$ cat config.mk
export PLATFORM = sky130hd
export DESIGN_NAME = pb_port_responder
export DESIGN_NICKNAME = d
export VERILOG_FILES = /design/src/rtl/pb_port_responder.sv
export SDC_FILE = /design/constraint.sdc
export NUM_CORES = 1
export LEC_CHECK = 0
export CAP_MARGIN = 0
export CORE_ASPECT_RATIO = 0.5
export CORE_MARGIN = 2
export CORE_UTILIZATION = 36
export CTS_BUF_LIST = sky130_fd_sc_hd__clkbuf_16
export CTS_CLUSTER_SIZE = 24
export DETAILED_ROUTE_END_ITERATION = 16
export PLACE_DENSITY_LB_ADDON = 0.05
export REMOVE_ABC_BUFFERS = 1
export SYNTH_ARGS = -nofsm -noshare
export SYNTH_HDL_FRONTEND = slang
export SYNTH_SLANG_ARGS = --single-unit
$ cat constraint.sdc
create_clock -name clk -period 2.73 [get_ports clk]
set_input_delay 0.819 -clock clk [delete_from_list [all_inputs] [get_ports clk]]
set_output_delay 0.819 -clock clk [all_outputs]
set_load 0.005 [all_outputs]
$ cat src/rtl/pb_port_responder.sv
// KCPSM6 port-mapped responder: 4-entry RX FIFO, single TX holding register,
// sticky overflow/overrun flags and a level interrupt, all behind four I/O ports.
module pb_port_responder #(
   parameter logic [7:0] BASE = 8'h00
) (
   input  logic       clk,
   input  logic       reset,
   input  logic [7:0] port_id,
   input  logic [7:0] out_port,
   input  logic       write_strobe,
   input  logic       k_write_strobe,
   input  logic       read_strobe,
   output logic [7:0] in_port,
   input  logic [7:0] rx_data,
   input  logic       rx_strobe,
   output logic [7:0] tx_data,
   output logic       tx_valid,
   input  logic       tx_ack,
   output logic       irq
);

   logic [7:0] fifo_q [4];
   logic [1:0] rd_ptr_q, rd_ptr_d;
   logic [1:0] wr_ptr_q, wr_ptr_d;
   logic [2:0] rx_count_q, rx_count_d;
   logic       rx_ovf_q, rx_ovf_d;
   logic       tx_ovr_q, tx_ovr_d;
   logic [7:0] tx_data_q, tx_data_d;
   logic       tx_valid_q, tx_valid_d;
   logic [7:0] in_port_q, in_port_d;

   logic [3:0] wr_hit;
   logic       rd_fifo_addr;
   logic       pop, push, full, ovf_set, flush;
   logic       ctl_clr_ovf, ctl_clr_ovr;
   logic       tx_wr, tx_take, tx_ovr_set;
   logic [7:0] status;

   // OUTPUTK only carries a 4-bit port address, so it matches on the low nibble.
   always_comb begin
      wr_hit = '0;
      for (int unsigned n = 0; n < 4; n++) begin
         wr_hit[n] = (write_strobe && (port_id == BASE + 8'(n))) ||
                     (k_write_strobe && (port_id[3:0] == BASE[3:0] + 4'(n)));
      end
   end

   always_comb begin
      rd_fifo_addr = (port_id == BASE + 8'd1);
      full         = (rx_count_q == 3'd4);
      pop          = read_strobe && rd_fifo_addr && (rx_count_q != 3'd0);
      push         = rx_strobe && (!full || pop);
      ovf_set      = rx_strobe && full && !pop;
      flush        = wr_hit[3] && out_port[2];
      ctl_clr_ovf  = wr_hit[3] && out_port[0];
      ctl_clr_ovr  = wr_hit[3] && out_port[1];
   end

   always_comb begin
      rd_ptr_d   = rd_ptr_q;
      wr_ptr_d   = wr_ptr_q;
      rx_count_d = rx_count_q;
      if (flush) begin
         rd_ptr_d   = '0;
         wr_ptr_d   = '0;
         rx_count_d = '0;
      end else begin
         rd_ptr_d   = rd_ptr_q + {1'b0, pop};
         wr_ptr_d   = wr_ptr_q + {1'b0, push};
         rx_count_d = rx_count_q + {2'b00, push} - {2'b00, pop};
      end
   end

   // Set beats a same-cycle CONTROL clear.
   always_comb begin
      rx_ovf_d = ovf_set    | (rx_ovf_q & ~ctl_clr_ovf);
      tx_ovr_d = tx_ovr_set | (tx_ovr_q & ~ctl_clr_ovr);
   end

   always_comb begin
      tx_wr      = wr_hit[2];
      tx_take    = tx_valid_q && tx_ack;
      tx_ovr_set = tx_wr && tx_valid_q && !tx_ack;
      tx_data_d  = tx_data_q;
      tx_valid_d = tx_valid_q;
      if (tx_wr && (!tx_valid_q || tx_take)) begin
         tx_data_d  = out_port;
         tx_valid_d = 1'b1;
      end else if (tx_take) begin
         tx_valid_d = 1'b0;
      end
   end

   always_comb begin
      status    = {2'b00, rx_count_q, tx_valid_q, rx_ovf_q, tx_ovr_q};
      in_port_d = '0;
      if (port_id[7:2] == BASE[7:2]) begin
         case (port_id[1:0])
            2'd0:    in_port_d = status;
            2'd1:    in_port_d = (rx_count_q != 3'd0) ? fifo_q[rd_ptr_q] : '0;
            default: in_port_d = '0;
         endcase
      end
   end

   always_ff @(posedge clk or negedge reset) begin
      if (!reset) begin
         for (int unsigned i = 0; i < 4; i++) begin
            fifo_q[i] <= '0;
         end
      end else if (push && !flush) begin
         fifo_q[wr_ptr_q] <= rx_data;
      end
   end

   always_ff @(posedge clk or negedge reset) begin
      if (!reset) begin
         rd_ptr_q   <= '0;
         wr_ptr_q   <= '0;
         rx_count_q <= '0;
         rx_ovf_q   <= 1'b0;
         tx_ovr_q   <= 1'b0;
         tx_data_q  <= '0;
         tx_valid_q <= 1'b0;
         in_port_q  <= '0;
      end else begin
         rd_ptr_q   <= rd_ptr_d;
         wr_ptr_q   <= wr_ptr_d;
         rx_count_q <= rx_count_d;
         rx_ovf_q   <= rx_ovf_d;
         tx_ovr_q   <= tx_ovr_d;
         tx_data_q  <= tx_data_d;
         tx_valid_q <= tx_valid_d;
         in_port_q  <= in_port_d;
      end
   end

   assign in_port  = in_port_q;
   assign tx_data  = tx_data_q;
   assign tx_valid = tx_valid_q;
   assign irq      = (rx_count_q != 3'd0) | rx_ovf_q | tx_ovr_q;

endmodule

==> run_results.csv, run 1 <==
group,metric,value,unit
floorplanning,dieArea,8102,um2
clocking,cts.clk_slew.worst_paths,0.05,ns
floorplanning,floorplan.die.height,64.66,um
yosys,synth.ff_latch_count,58,
yosys,synthesis.instances,185,
clocking,clock-root-buffer,"clkbuf_16",
yosys,synth_largest_area_cell,"dfrtp_1",
worst_hold_path,hold_path.class,"in -> async",
power,post-layout-total-power,3.467,mW
critical_path,timing.setup.critical_path_class,"in -> reg",
layout,num_antenna_cells,0,
clocking,cts_made_buffers,9,
yosys,synthesis.area_per_instance,14.32,um2
floorplanning,num_io_pins,49,
outcome,outcome,"finished clean",
detailed_routing,dr.pass1.iters,4,
power,static-leakage-power,1.621,nW
clocking,ctsHoldBuffers,0,
clocking,clock-sinks,58,
sta,part_of_the_cycle_the_worst_path_needs,95.81,%
detailed_routing,first_drt_iteration_drcs,111,
floorplanning,x_dimension_of_the_die,125.3,um
power,powerDensity,927.6,nW/um2
job,maxCapViolCount,0,
clocking,ctsLongestPathBuffers,2,
clocking,insertion_delay,0.32,ns
yosys,synth_warn,0,
detailed_routing,drc_errors,0,
detailed_routing,postRouteWirelength,5.792,mm
layout,synthToLayoutAreaGrowth,41.10,%
floorplanning,initial_core_util,36.59,%
placement,dp_worst_setup_slack,-0.5875,ns
critical_path,crit_fanout,2,
critical_path,max_stage_delay,0.35,ns
yosys,synth.lib_cells_used.distinct,33,
critical_path,end_kind,"register",
grt,sum_of_overflow_across_all_layers_after_global_routing,0,
critical_path,required,2.94,ns
detailed_routing,detail_route.vias_per_cell,4.777,
floorplanning,site_row_count,22,
yosys,mapped_area,2649,um2
yosys,synthDominantCellAreaShare,54.79,%
critical_path,cp-start-kind,"input port",
layout,mostFrequentLayoutCells,"dfrtp_1 (58), clkdlybuf4s50_1 (38), mux2_2 (32), buf_4 (19), nand2_1 (12)",
sta,timing.final.max_slew_violations,0,
floorplanning,core_area,7239,um2
sta,finalHoldViolations,0,
yosys,top_cells_by_area_in_the_synthesized_netlist,"dfrtp_1 (55%), mux2_2 (14%), mux4_2 (6.8%), mux2_4 (4.5%), ha_1 (1.9%)",
power,peakVddDrop,396.0,uV
critical_path,crit_chain,"dlygate4sd2_1 > nand2b_4 > and4bb_4 > o21ai_2 > ha_1 > inv_1 > ha_2 > inv_2 > fa_2 > xor2_1 > xnor2_1 > nor2_1",
clocking,h-tree-depth,3,
critical_path,slowest_stage,"and4bb_4",
yosys,ys_seq_area_share,54.79,%
detailed_routing,route.vias.total,1739,
grt,wire_length_of_the_first_global_routing_pass,9.901,mm
grt,vias_in_the_first_global_route,1860,
clocking,tritoncts,"yes",
grt,antenna_found_initial,0,
grt,grtUsageTotal,16.08,%
layout,mostFrequentLayoutCell,"dfrtp_1",
layout,finish.net_count,300,
sta,timing.final.setup_violations,0,
sta,worst_slew_pin_slew,0.6220,ns
detailed_routing,ant_nets,0,
critical_path,r2r_cells,11,
sta,timing.final.crit_period,2.616,ns
critical_path,critPathArrivalTime,2.83,ns
sta,fin_skew,0.005648,ns
sta,max-slew-margin-rel,58.53,%
sta,max_freq,382.3,MHz
sta,grt_setup_unrepaired,"no",
placement,gpl.final_weighted_congestion,0.7637,
grt,grt_max_degree,33,
placement,io_buffers,48,
detailed_routing,avgRoutedWirePerCell,15.91,um
placement,dpl.hpwl,4.198,mm
layout,drive_gt1_share,37.69,%
sta,layout_setup_ws,0.1145,ns
[layout make-up]
type	count	area (um2)
flip-flops and latches	58	1451
well taps	96	120.1
clock buffers	9	225.2
inverters	8	30.03
clock inverters	6	48.80
fillers	634	3502
multi-input cells	115	1174
repair buffers	72	688.2
[synth_stat cells (all sizes together)]
library cell,instances
nand3,2
mux2,40
nor4,1
a21oi,1
nor2b,6
nand2,12
o221ai,1
nand2b,1
buf,1
or3,2
dfrtp,58
and4bb,2
o21bai,1
o21ai,8
a32oi,1
xor2,1
fa,1
a32o,1
nor3b,3
ha,4
o2bb2ai,1
clkbuf,3
inv,8
nor3,2
nor2,12
xnor2,3
mux4,8
a22oi,1
[flip-flops by register name (all words and copies together) (netlist names)]
register    count
fifo_q         32
wr_ptr_q        2
tx_data         8
tx_ovr_q        1
tx_valid        1
rx_count_q      3
rx_ovf_q        1
rd_ptr_q        2
in_port         8
[final timing paths]
check                                        start                       to  slack (ns)
min                                          reset     in_port[0]$_DFF_PN0_        0.41
max in group asynchronous                    reset    fifo_q[2]$_DFFE_PN0P_        1.78
max                                     port_id[1]  rx_count_q[2]$_DFF_PN0_        0.11
min reg2reg                 fifo_q[11]$_DFFE_PN0P_   fifo_q[11]$_DFFE_PN0P_        0.50
max reg2reg                rx_count_q[2]$_DFF_PN0_  rx_count_q[2]$_DFF_PN0_        0.35
min in group clk            fifo_q[11]$_DFFE_PN0P_   fifo_q[11]$_DFFE_PN0P_        0.50
[power breakdown]
group / internal [mW] / switching (mW)
Clock: 0.683 / 0.355
Combinational: 0.696 / 0.349
Sequential: 1.19 / 0.197
[metrics by stage]
stage          cells  hold WS, ns  area (um2)  TNS, ns  utilization, %
6_report         364       0.4055        3737        0           51.62
5_1_grt          364       0.4277        3737        0           51.62
4_1_cts          364       0.4164        3747        0           51.76
3_5_place_dp     346       0.4932        3430   -14.41           47.37
3_3_place_gp     346       0.4845        3430   -14.55           47.37
2_1_floorplan    181       0.4658        2626  -0.1649               -
[routing by layer]
metal	vias up	track usage [%]	wire, um	share of wire [%]
met2	46	23.37	2413	42
met3	7	4.872	300	5.2
met4	0	5.417	62	1.1
met1	869	22.99	3015	52
met5	-	0	0	0
li1	817	-	-	-
[kinds of logic after synthesis]
logic type	count (synthesis)	synth area share, %
buffers and inverters	12	1.984
and+or+nand+nor	43	10.02
adders and majority gates	5	2.645
DFF	58	54.79
AOI/OAI and AO/OA	15	4.299
muxes	48	24.94
xor gates and xnor gates	4	1.323
[worst max-delay path, delay by kind of cell]
kind / cells / cell delay, ns
AOI/OAI and AO/OA: 1 / 0.07
adders and majority gates: 3 / 0.75
and+or+nand+nor: 3 / 0.54
buffers and inverters: 3 / 0.34
xor gates and xnor gates: 2 / 0.30
[timing repair]
action	4_1_cts	5_1_grt
setup buffers	3	0
gates resized for setup	24	3
endpoints found under the setup margin	19	1
pin swaps	9	9
Note: power is estimated with default switching activity, not from simulation.
==> run 2: changes to the inputs <==
--- a/config.mk
+++ b/config.mk
@@ -6,7 +6,7 @@
 export NUM_CORES = 1
 export LEC_CHECK = 0
 export CAP_MARGIN = 0
-export CORE_ASPECT_RATIO = 0.5
+export CORE_ASPECT_RATIO = 0.6
 export CORE_MARGIN = 2
 export CORE_UTILIZATION = 36
 export CTS_BUF_LIST = sky130_fd_sc_hd__clkbuf_16
==> run_results.csv, run 2 (synthesized netlist as in run 1, its figures left out) <==
group,metric,value,unit
sta,fin_skew,0.006709,ns
outcome,outcome,"finished clean",
clocking,ctsHoldBuffers,0,
detailed_routing,avgRoutedWirePerCell,17.28,um
sta,timing.final.max_slew_violations,0,
placement,place_area,3408,um2
placement,gpl.final_weighted_congestion,0.8014,
floorplanning,num_io_pins,49,
clocking,cts_made_buffers,9,
layout,synthToLayoutAreaGrowth,40.91,%
layout,layout.cell_area.non_filler,3732,um2
grt,grt_max_degree,33,
placement,dpl.hpwl,4.319,mm
layout,drive_gt1_share,38.43,%
critical_path,timing.setup.critical_path_class,"in -> reg",
layout,fillCellCount,608,
detailed_routing,postRouteWirelength,6.204,mm
power,power.internal,2.473,mW
sta,finalHoldViolations,0,
clocking,clock-root-buffer,"clkbuf_16",
placement,cell_count_after_placement,339,
layout,num_antenna_cells,0,
critical_path,rrSetupSlack,0.17,ns
critical_path,r2r_end,"rx_count_q[2]$_DFF_PN0_",
detailed_routing,ant_nets,0,
grt,vias_in_the_first_global_route,1933,
power,power_frac_seq,40.5,%
detailed_routing,drc_errors,0,
layout,mostFrequentLayoutCell,"dfrtp_1",
layout,largest_reg_flops,32,
critical_path,r2r_cells,11,
power,powerDensity,916.2,nW/um2
detailed_routing,first_drt_iteration_drcs,85,
sta,max_freq,375.5,MHz
worst_hold_path,worstHoldStart,"tx_data[6]$_DFFE_PN0P_",
critical_path,worst_r2r_startpoint,"rx_count_q[2]$_DFF_PN0_",
floorplanning,dieArea,8083,um2
detailed_routing,detail_route.vias_per_cell,4.950,
clocking,ctsLongestPathBuffers,2,
layout,finalNonFillerCells,359,
layout,finish.net_count,299,
floorplanning,site_row_count,24,
grt,wire_length_of_the_first_global_routing_pass,10.36,mm
sta,grt_setup_unrepaired,"no",
power,switching_share,27.67,%
placement,dp_worst_setup_slack,-0.7045,ns
critical_path,required,2.94,ns
detailed_routing,route.vias.total,1777,
placement,io_buffers,48,
power,switching_power,0.9461,mW
clocking,clock-sinks,58,
layout,mostFrequentLayoutCells,"dfrtp_1 (58), clkdlybuf4s50_1 (38), mux2_2 (32), buf_4 (18), nand2_1 (12)",
grt,grtUsageTotal,17.51,%
critical_path,critPathArrivalTime,2.87,ns
grt,sum_of_overflow_across_all_layers_after_global_routing,0,
clocking,cts.clk_slew.worst_paths,0.05,ns
critical_path,end_kind,"register",
critical_path,cp-start-kind,"input port",
layout,register_with_the_most_flip_flops,"fifo_q",
power,power_frac_comb,31.1,%
worst_hold_path,min_to,"tx_data[6]$_DFFE_PN0P_",
sta,timing.final.setup_violations,0,
clocking,h-tree-depth,3,
floorplanning,initial_core_util,36.75,%
critical_path,crit_fanout,2,
sta,part_of_the_cycle_the_worst_path_needs,97.55,%
power,power_frac_clock,28.4,%
worst_hold_path,whs_path_depth,1,
sta,setup-tns-final,0,ns
sta,worst_slew_pin_slew,0.6121,ns
power,peakVddDrop,464.5,uV
grt,antenna_found_initial,0,
floorplanning,floorplan.die.height,70.45,um
sta,layout_setup_ws,0.06687,ns
worst_hold_path,hold_path.class,"reg -> reg",
job,maxCapViolCount,0,
power,static-leakage-power,1.612,nW
clocking,insertion_delay,0.33,ns
floorplanning,x_dimension_of_the_die,114.7,um
sta,max-slew-margin-rel,59.19,%
clocking,tritoncts,"yes",
sta,timing.final.crit_period,2.663,ns
detailed_routing,dr.pass1.iters,4,
floorplanning,core_area,7207,um2
==> run 2: changes by cell type in the layout (fill, tap and decap cells not counted), sizes merged <==
cell,previous run,this run
dlygate4sd2,5,3
bufinv,1,0
inv,8,10
clkdlybuf4s15,1,2
==> run 2: final cells by class <==
class                           instances  area [um2]  share of cell area [%]
Sequential cell                        58        1451                   38.89
Multi-Input combinational cell        115        1205                   32.28
Timing Repair Buffer                   71       678.2                   18.17
Clock buffer                            9       225.2                   6.034
Tap cell                               91       113.9                   3.051
Inverter                                8       30.03                  0.8046
Clock inverter                          7       28.78                  0.7710
==> run 2: through the flow <==
step                      power [mW]  utilization, %  hold WS (ns)
after CTS                      3.450           51.46        0.5019
after floorplan                2.034               -        0.4658
after global routing           3.629           51.79        0.5112
after global placement         2.384           47.29        0.4838
final                          3.419           51.79        0.5005
after detailed placement       2.449           47.29        0.4908
==> run 2: layer usage <==
metal	global-route usage (%)	up-vias	share of wire [%]	wire, um
li1	-	819	-	-
met4	7.229	0	1.6	97
met2	26.04	35	45	2798
met1	23.76	912	49	3063
met5	0	-	0	0
met3	5.556	11	3.9	245
==> run 2: power by group through the flow <==
stage	registers, mW	logic, mW	clock network [mW]
3_5_place_dp	1.40	1.05	0
4_1_cts	1.39	1.08	0.983
6_report	1.39	1.06	0.970
2_1_floorplan	1.35	0.686	0
5_1_grt	1.43	1.17	1.03
3_3_place_gp	1.37	1.01	0
==> run 2: how the worst max path moves through the flow <==
stage,start,endpoint,slack [ns],cells past startpoint
after global placement,port_id[5],rx_count_q[2]$_DFF_PN0_,-0.55,12
after CTS,port_id[5],rx_count_q[2]$_DFF_PN0_,0.008,12
after global routing,port_id[6],rx_count_q[2]$_DFF_PN0_,0.004,12
after floorplan,port_id[5],rx_count_q[2]$_DFF_PN0_,-0.16,11
final,port_id[6],rx_count_q[2]$_DFF_PN0_,0.07,12
after detailed placement,port_id[5],rx_count_q[2]$_DFF_PN0_,-0.70,12
==> run 2: timing repair <==
action                     CTS  global route
gates cloned                 0             0
gates resized for setup     31             3
pin swaps                    9             7
buffers inserted             2             2
setup endpoints to repair   42             1
hold endpoints to repair     0             0
==> run 2: critical path, stage by stage <==
cell and delay, ns:
buf_2 0.12, nor4_4 0.31, and4bb_4 0.31, o21ai_4 0.08
ha_4 0.24, inv_1 0.06, ha_2 0.16, inv_2 0.04
fa_2 0.35, xor2_1 0.18, xnor2_1 0.14, nor2_1 0.06
==> run 3: changes to the inputs <==
--- a/config.mk
+++ b/config.mk
@@ -5,10 +5,11 @@
 export SDC_FILE = /design/constraint.sdc
 export NUM_CORES = 1
 export LEC_CHECK = 0
+export ABC_AREA = 0
 export CAP_MARGIN = 0
 export CORE_ASPECT_RATIO = 0.6
 export CORE_MARGIN = 2
-export CORE_UTILIZATION = 36
+export CORE_UTILIZATION = 29
 export CTS_BUF_LIST = sky130_fd_sc_hd__clkbuf_16
 export CTS_CLUSTER_SIZE = 24
 export DETAILED_ROUTE_END_ITERATION = 16
==> run_results.csv, run 3 (synthesized netlist as in run 1, its figures left out) <==
group,metric,value,unit
sta,timing.final.max_slew_violations,0,
clocking,clock-root-buffer,"clkbuf_16",
outcome,outcome,"finished clean",
power,power_frac_clock,35.3,%
detailed_routing,route.vias.total,1747,
clocking,h-tree-depth,3,
critical_path,end_kind,"register",
layout,synthToLayoutAreaGrowth,46.76,%
job,maxCapViolCount,0,
grt,antenna_found_initial,0,
sta,timing.final.crit_period,2.610,ns
critical_path,timing.setup.critical_path_class,"in -> reg",
power,power_frac_comb,28.9,%
layout,finish.net_count,305,
floorplanning,floorplan.die.height,78.03,um
grt,wire_length_of_the_first_global_routing_pass,10.24,mm
layout,num_antenna_cells,0,
placement,place_area,3442,um2
critical_path,required,2.94,ns
layout,postLayoutCoreUtil,44.76,%
layout,largest_reg_flops,32,
detailed_routing,detail_route.vias_per_cell,4.526,
grt,sum_of_overflow_across_all_layers_after_global_routing,0,
grt,grtUsageTotal,13.86,%
layout,layout.cell_area.non_filler,3887,um2
floorplanning,dieArea,9939,um2
layout,mostFrequentLayoutCell,"dfrtp_1",
clocking,cts.clk_slew.worst_paths,0.05,ns
sta,part_of_the_cycle_the_worst_path_needs,95.59,%
sta,max_freq,383.2,MHz
sta,fin_skew,0.003779,ns
floorplanning,x_dimension_of_the_die,127.4,um
grt,vias_in_the_first_global_route,1907,
placement,io_buffers,48,
placement,dpl.hpwl,4.377,mm
detailed_routing,dr.pass1.iters,4,
sta,max-slew-margin-rel,59.71,%
power,switching_power,0.9444,mW
grt,grt_max_degree,59,
layout,mostFrequentLayoutCells,"dfrtp_1 (58), clkdlybuf4s50_1 (38), mux2_2 (32), buf_4 (24), nand2_1 (12)",
sta,worst_slew_pin_slew,0.6043,ns
sta,finalHoldViolations,0,
sta,layout_setup_ws,0.1204,ns
floorplanning,core_area,8686,um2
placement,dp_worst_setup_slack,-0.6415,ns
detailed_routing,postRouteWirelength,6.171,mm
detailed_routing,ant_nets,0,
clocking,ctsHoldBuffers,0,
power,powerDensity,986.9,nW/um2
detailed_routing,avgRoutedWirePerCell,15.99,um
critical_path,critPathArrivalTime,2.82,ns
critical_path,crit_fanout,2,
floorplanning,site_row_count,26,
layout,drive_gt1_share,41.97,%
critical_path,cp-start-kind,"input port",
clocking,clock-sinks,58,
placement,gpl.final_weighted_congestion,0.7583,
power,post-layout-total-power,3.836,mW
worst_hold_path,hold_path.class,"in -> async",
clocking,ctsLongestPathBuffers,2,
floorplanning,initial_core_util,30.50,%
power,peakVddDrop,465.7,uV
layout,register_with_the_most_flip_flops,"fifo_q",
detailed_routing,drc_errors,0,
power,power_frac_seq,35.8,%
power,power.internal,2.892,mW
clocking,insertion_delay,0.32,ns
sta,setup-tns-final,0,ns
floorplanning,num_io_pins,49,
clocking,tritoncts,"yes",
sta,timing.final.setup_violations,0,
detailed_routing,first_drt_iteration_drcs,92,
power,switching_share,24.62,%
clocking,cts_made_buffers,9,
power,static-leakage-power,1.691,nW
## run 3: path summary, 6_finish.rpt
| check | slack [ns] | end | cells past startpoint | start |
|---|---|---|---|---|
| max in group asynchronous | 1.98 | in_port[2]$_DFF_PN0_ | 2 | reset |
| hold / removal | 0.48 | fifo_q[28]$_DFFE_PN0P_ | 2 | reset |
| setup / recovery | 0.12 | wr_ptr_q[0]$_DFF_PN0_ | 14 | port_id[4] |
| hold reg to reg | 0.50 | fifo_q[14]$_DFFE_PN0P_ | 1 | fifo_q[14]$_DFFE_PN0P_ |
| min in group clk | 0.50 | fifo_q[14]$_DFFE_PN0P_ | 1 | fifo_q[14]$_DFFE_PN0P_ |
| setup reg to reg | 0.32 | rx_count_q[2]$_DFF_PN0_ | 12 | rx_count_q[2]$_DFF_PN0_ |
## run 3: area by class of cell
| cell class | instances | area [um2] |
|---|---|---|
| Tap cell | 112 | 140.1 |
| Multi-Input combinational cell | 115 | 1187 |
| Inverter | 8 | 30.03 |
| Timing Repair Buffer | 77 | 720.7 |
| Clock buffer | 9 | 225.2 |
| Clock inverter | 7 | 132.6 |
| Fill cell | 792 | 4798 |
| Sequential cell | 58 | 1451 |
## run 3: routing by layer
layer  routed length, um  global-route usage (%)
met1                3248                   19.58
met2                2563                   19.20
met3                 257                   5.044
met4                 102                   5.604
met5                   0                       0
## run 3: per-stage QoR
stage	std cells	hold WS (ns)
after CTS	385	0.4993
after global placement	361	0.4850
after detailed placement	361	0.4906
after floorplan	181	0.4658
after global routing	386	0.5036
final	386	0.4825
## run 3: repair_timing
action | in CTS | in global routing
endpoints found under the setup margin | 42 | 11
gates resized for setup | 29 | 9
pin swaps | 9 | 9
buffers inserted | 8 | 1
## run 3: worst max-delay path, cell delays in order
cell and delay [ns]:
buf_2 0.11, nor4_4 0.28, and4bb_4 0.30, o21ai_2 0.08
buf_4 0.13, buf_4 0.12, buf_4 0.12, buf_4 0.12
buf_4 0.12, buf_4 0.12, buf_4 0.13, inv_2 0.04
ha_1 0.20, nor2b_1 0.12
## run 3: power by group through the flow
stage | combinational, mW | clock (mW) | sequential, mW
3_3_place_gp | 1.05 | 0 | 1.40
4_1_cts | 1.11 | 1.38 | 1.38
5_1_grt | 1.22 | 1.43 | 1.42
6_report | 1.11 | 1.36 | 1.37
3_5_place_dp | 1.07 | 0 | 1.39
2_1_floorplan | 0.686 | 0 | 1.35
